## config.mk

```make
export PLATFORM = sky130hd
export DESIGN_NAME = mem_access_ctrl
export DESIGN_NICKNAME = d
export VERILOG_FILES = /design/src/rtl/mem_access_ctrl.sv
export SDC_FILE = /design/constraint.sdc
export NUM_CORES = 1
export LEC_CHECK = 0
export ABC_CLOCK_PERIOD_IN_PS = 2100
export CORE_ASPECT_RATIO = 0.8
export CORE_MARGIN = 1
export CORE_UTILIZATION = 30
export CTS_BUF_LIST = sky130_fd_sc_hd__clkbuf_8 sky130_fd_sc_hd__clkbuf_16
export DETAILED_ROUTE_END_ITERATION = 6
export PLACE_DENSITY = 0.68
export SYNTH_ARGS = -nofsm -noshare
export SYNTH_HDL_FRONTEND = slang
export SYNTH_SLANG_ARGS = --single-unit
```

## constraint.sdc

```tcl
create_clock -name clk -period 2.1 [get_ports clk]
set_input_delay 0.315 -clock clk [delete_from_list [all_inputs] [get_ports clk]]
set_output_delay 0.315 -clock clk [all_outputs]
set_load 0.02 [all_outputs]
```

## src/rtl/mem_access_ctrl.sv

```systemverilog
// Memory access controller: MAR/MDR front end for a 512x32 ram with a setup
// cycle, WAIT_CYCLES strobe cycles and a req/ready/done handshake.
module mem_access_ctrl #(
    parameter int DATA_W      = 32,
    parameter int ADDR_BITS   = 9,
    parameter int WAIT_CYCLES = 1
) (
    input  logic              clk,
    input  logic              clr,
    input  logic              req,
    input  logic              we,
    input  logic [31:0]       addr_in,
    input  logic [DATA_W-1:0] wdata,
    output logic              ready,
    output logic              done,
    output logic              err,
    output logic [DATA_W-1:0] rdata,
    output logic [31:0]       ram_addr,
    output logic [DATA_W-1:0] ram_din,
    output logic              ram_read,
    output logic              ram_write,
    input  logic [DATA_W-1:0] ram_dout
);

    typedef enum logic [2:0] {
        S_IDLE,
        S_SETUP,
        S_ACCESS,
        S_DONE,
        S_ERR
    } state_t;

    localparam logic [3:0] CNT_LOAD = 4'(WAIT_CYCLES - 1);

    state_t                 state_q, state_d;
    logic [ADDR_BITS-1:0]   mar_q, mar_d;
    logic [DATA_W-1:0]      mdr_q, mdr_d;
    logic                   we_q, we_d;
    logic [3:0]             cnt_q, cnt_d;
    logic                   out_of_range;

    assign out_of_range = |addr_in[31:ADDR_BITS];

    always_comb begin
        state_d = state_q;
        mar_d   = mar_q;
        mdr_d   = mdr_q;
        we_d    = we_q;
        cnt_d   = cnt_q;
        case (state_q)
            S_IDLE: begin
                if (req) begin
                    mar_d = addr_in[ADDR_BITS-1:0];
                    we_d  = we;
                    // A rejected write must leave MDR untouched.
                    if (out_of_range) begin
                        state_d = S_ERR;
                    end else begin
                        state_d = S_SETUP;
                        if (we) begin
                            mdr_d = wdata;
                        end
                    end
                end
            end
            S_SETUP: begin
                cnt_d   = CNT_LOAD;
                state_d = S_ACCESS;
            end
            S_ACCESS: begin
                if (cnt_q == 4'd0) begin
                    if (!we_q) begin
                        mdr_d = ram_dout;
                    end
                    state_d = S_DONE;
                end else begin
                    cnt_d = cnt_q - 4'd1;
                end
            end
            S_DONE:  state_d = S_IDLE;
            S_ERR:   state_d = S_IDLE;
            default: state_d = S_IDLE;
        endcase
    end

    always_ff @(posedge clk) begin
        if (clr) begin
            state_q <= S_IDLE;
            mar_q   <= '0;
            mdr_q   <= '0;
            we_q    <= 1'b0;
            cnt_q   <= 4'd0;
        end else begin
            state_q <= state_d;
            mar_q   <= mar_d;
            mdr_q   <= mdr_d;
            we_q    <= we_d;
            cnt_q   <= cnt_d;
        end
    end

    // Every output is decoded from registered state only.
    assign ready     = (state_q == S_IDLE);
    assign done      = (state_q == S_DONE) || (state_q == S_ERR);
    assign err       = (state_q == S_ERR);
    assign ram_read  = (state_q == S_ACCESS) && !we_q;
    assign ram_write = (state_q == S_ACCESS) && we_q;
    assign ram_addr  = {{(32-ADDR_BITS){1'b0}}, mar_q};
    assign ram_din   = mdr_q;
    assign rdata     = mdr_q;

endmodule

```

======== Yosys cells after proc, flatten, opt, wreduce, memory -nomap -nowiden ========
Cells that the tools add are included.
cells by class
  muxes and demuxes ....................... 12
  equal/unequal tests ..................... 10
  $add $sub $neg .......................... 1
  reduce and logical (&&, ||, !) cells .... 13
operator list
  cell                 count
  $mux 32              5
  $pmux 32 s2          1
  $reduce_or 23->1     1
  $ne 2x2->1 const B   6
  $mux 3               3
  $pmux 3 s3           1
  $pmux 4 s2           1
  $eq 3x2->1 const B   2
  $reduce_and 2->1     3
  $reduce_and 6->1     1
  $logic_not 4->1      1
  $mux 4               1
  $reduce_bool 2->1    2
  $sub 4x1->4 const B  1
  $eq 3x1->1 const B   1
  $eq 3x3->1 const B   1
  $logic_not 3->1      1
  $logic_and 1x1->1    2
  $logic_not 1->1      1
  $logic_or 1x1->1     1
word-level totals
  register bits ........................... 49
  input port bits ......................... 100
  output and inout port bits .............. 101
  word-level logic and storage cells ...... 41

======== Logic depth before layout (Yosys ltp) ========
  depth after elaboration ................. 4
  gate-level depth with buffers ........... 9
  gate-level depth less buffers ........... 7

======== Least setup slack after synthesis ========
No wires, ideal clock.
  path kind ............................... reg2reg
  start point ............................. register state_q[0]
  end point ............................... register mdr_q[10] (netlist: ram_din[10])
  cell stages (with the launch flop) ...... 10
  clock period less this slack ............ 2.078 ns
  slack ................................... 0.022 ns
  required time ........................... 2.019 ns
  buffers on the path ..................... 3
  setup time .............................. 0.081 ns
  data arrival time ....................... 1.996 ns
  path through ............................ dfxtp_1 buf_6 or3_4 inv_2 nand2_1 or3_1 buf_2 a21o_4 buf_6 a211oi_2
between the ends
  longest elaborated chain between the ends .. 3
ends and longest elaborated chain
  element                                                           RTL line  text
  from (decl)                                                       35        state_t state_q, state_d;
  from (signal assigned)                                            94        state_q <= state_d;
  $logic_not 3->1 *                                                 n/a
  named net ready                                                   14        output logic ready,
  $ne 2x2->1 (no line) / $reduce_bool 2->1 (equally long branches)  n/a
  $reduce_and 6->1 (no line)                                        n/a
  to (signal assigned)                                              96        mdr_q <= mdr_d;
  to (decl)                                                         37        logic [DATA_W-1:0] mdr_q, mdr_d;
Mark *: on every way through the listed nets, which the timed path passes. The rest lies on a longest branch.
A chain may end at the register's enable or synchronous reset.

======== Worst setup path after layout ========
  start point ............................. input addr_in[25]
  end point ............................... register mdr_q[13] (netlist: ram_din[13])
between the ends
  longest elaborated chain between the ends .. 3
ends and longest elaborated chain
  element                     RTL line  text
  from (decl)                 12        input logic [31:0] addr_in,
  $reduce_or 23->1            42        assign out_of_range = |addr_in[31:ADDR_BITS];
  $ne 2x2->1 (no line)        n/a
  $reduce_and 6->1 (no line)  n/a
Every way passes these cells.

==> results.md <==
- Outcome: finished clean
- Final Critical Period: 2.01 ns
- Fillers: 950
- All-Layer GR Usage: 17.6%
- Hold-fix buffers at CTS: 0
- Final slew viol count: 0
- Antenna fix cells: 0
- Num CTS Buffers: 5
- Crit share post-route: 95.8%
- Int Power: 1.77 mW
- Largest net degree at the start of global routing: 33
- GP Congestion: 0.740
- Post-CTS Setup Inserts: 0
- First-pass GRT wire length: 14700 um
- Grt total ovfl: 0
- Peak Freq: 497 MHz
- Crit path required time: 2.31 ns
- Die Width: 115 um
- Clock transition at path regs: 0.06 ns
- Core Area: 9810 um^2
- CTS tree: yes
- Clock share of power: 40.6%
- Final hold vios: 0
- Worst-skew pair later-pin latency: 0.28 ns
- CP max stage cell: or3_4
- Cell count after synthesis: 410
- Die area: 10700 um^2
- Crit path arrival time: 2.22 ns
- Avg Inst Size Synth: 7.53 um^2
- Max H-tree Level: 2
- I/O pins: 201
- CP Launch Type: input pin
- Final layout net count: 653
- Layout cell share with drive strength beyond 1: 12.7%
- Seq cells post-synth: 49
- Register area: 981 um^2
- Synth warn: 0
- Lkg Pwr: 1.82 nW
- Pre-CTS setup slack: -0.365 ns
- Via count: 3177
- Crit Path Category: in2reg
- Clock Tree Root: clkbuf_16
- Register area share after synthesis: 31.8%
- Routed Antenna Nets: 0
- IO buf count: 177
- Routed len/inst: 14.4 um
- HPWL Detailed: 7060 um
- Min Hold Slack: 0.421 ns
- Post-Layout Cell Count: 688
- Iter 0 DRT Violations: 124
- Area grow syn2layout: 60.3%
- Mean number of vias per cell: 4.62
- Worst Setup End Kind: register
- Slowest stage delay, CP: 0.47 ns
- RSZ-0062 raised after global routing: no
- Clk sink count: 49
- Max Cap Viol: 0
- Die Y-Extent: 92.8 um
- CTS Buffer Depth: 2
- Vias in the first global route: 3012
- Clock Skew: 0.00458 ns
- Worst vdd ir: 0.307 mV
- Final Setup Violations: 0
- Slew margin rel.: 61.3%
- Final wirelength: 9930 um
- Worst path cell trace: clkdlybuf4s50_1 > nor4_2 > nand4_1 > or3_4 > a21o_2 > a211oi_2
- Netlist cell types: 35
- Initial Utilization: 31.5%
- Mapped Area: 3090 um^2
- DRC: 0
- Worst min path class: in2reg
- P_sw: 0.538 mW
- Critical path peak fanout: 8
- Initial antenna violation count: 0
- Placed Instances: 678
- Finished Cell Area: 4950 um^2
- Seq pwr share: 41.1%
- Setup ws final: 0.0883 ns
- Multi-input logic area: 1580 um^2
- Cell Pwr Density: 466 nW/um^2
- Comb power frac: 18.3%
- Measured slew at the worst slew-check pin: 0.577 ns
- Sw Share: 23.3%
- Cell Area, Placed: 4720 um^2
- Cell Rows: 32
- DRT Pass-1 Iters: 4
[metal layers]
layer	wire (um)	track usage, %	vias to the layer above
met3	853	4.84	4
met2	4610	30.8	140
li1	-	-	1555
met4	78	4.00	0
met1	4390	21.1	1478
met5	0	0	-
[placed cells by master (no fill, tap or decap), types with 3 or more instances in the layout]
cell type        Yosys  routed
clkdlybuf4s50_1      0     172
nand2_1             89      89
dfxtp_1             49      49
a21oi_1             43      43
inv_1               35      36
nand3_1             33      33
a211oi_2            30      32
conb_1               1      23
buf_4               55      15
nor4_1               6       5
clkbuf_16            0       5
nor2_1               4       4
nor3_1               3       3
xnor2_1              3       3
[metrics by stage]
| step | util [%] | power (mW) | setup TNS, ns |
|---|---|---|---|
| 3_5_place_dp | 48.1 | 1.39 | -9.08 |
| 4_1_cts | 50.1 | 2.34 | -0.00877 |
| 6_report | 50.5 | 2.31 | 0 |
| 5_1_grt | 50.5 | 2.41 | 0 |
| 2_1_floorplan | - | 1.16 | 0 |
| 3_3_place_gp | 48.1 | 1.39 | -8.72 |
[critical path, delay by kind of cell]
kind                   cells  cell delay, ns
buffers and inverters      1            0.41
and+or+nand+nor            3            0.89
AOI/OAI and AO/OA          2            0.59
[path summary, 6_finish.rpt]
path / from / end / slack (ns) / cells after the start
max: addr_in[25] / ram_din[13] / 0.09 / 6
min: clr / cnt_q[1] / 0.42 / 2
max reg2reg: cnt_q[0] / ram_din[13] / 0.13 / 7
min reg2reg: mar_q[7] / mar_q[7] / 0.46 / 2
[synth_stat cells (all sizes together)]
cell	number	area share, %
nand2	89	11
buf	61	15
dfxtp	49	32
a21oi	43	7.0
inv	36	4.4
a211oi	33	13
nand3	33	5.3
clkbuf	23	2.8
nor4	6	1.2
nor2	4	0.49
nand2b	3	0.61
nor3	3	0.49
nor3b	3	0.89
o21ai	3	0.49
or3	3	0.77
xnor2	3	0.85
and2	2	0.40
ha	2	0.81
or3b	2	0.57
a21boi	1	0.24
a21o	1	0.49
a2bb2oi	1	0.28
conb	1	0.12
nand3b	1	0.24
nand4	1	0.20
nor2b	1	0.20
o21bai	1	0.24
o41a	1	0.36
[power by group through the flow]
stage	sequential [mW]	clock (mW)	combinational [mW]
2_1_floorplan	0.984	0	0.176
3_3_place_gp	0.970	0	0.418
3_5_place_dp	0.971	0	0.419
4_1_cts	0.949	0.965	0.423
5_1_grt	0.951	1.01	0.451
6_report	0.949	0.937	0.421
[cells by family (layout without fill, tap and decap cells)]
kind of cell	Yosys count	count (layout)	synth area share [%]
buf+inv	120	238	22.3
fa+ha+maj	2	2	0.810
flops	49	49	31.8
compound gates	84	86	22.0
other cells	1	23	0.121
simple gates	151	151	22.2
xor+xnor	3	3	0.851
[what timing repair did]
item | CTS | global route
hold endpoints to repair | 0 | 0
cloned | 0 | 2
gates resized for setup | 7 | 7
endpoints found under the setup margin | 7 | 34
[layout make-up]
class,instances,share of cell area (%)
Clock inverter,2,0.682
Timing Repair Buffer,194,38.6
Tap cell,136,3.44
Sequential cell,49,19.8
Multi-Input combinational cell,265,31.9
Clock buffer,6,2.80
Inverter,36,2.73
[registers in the layout, summed over array words and instances, names as in the netlist]
| register | flops |
|---|---|
| cnt_q | 4 |
| ram_din | 32 |
| state_q | 3 |
| mar_q | 9 |
| we_q | 1 |
No activity file was read; power rests on OpenSTA's default activity.
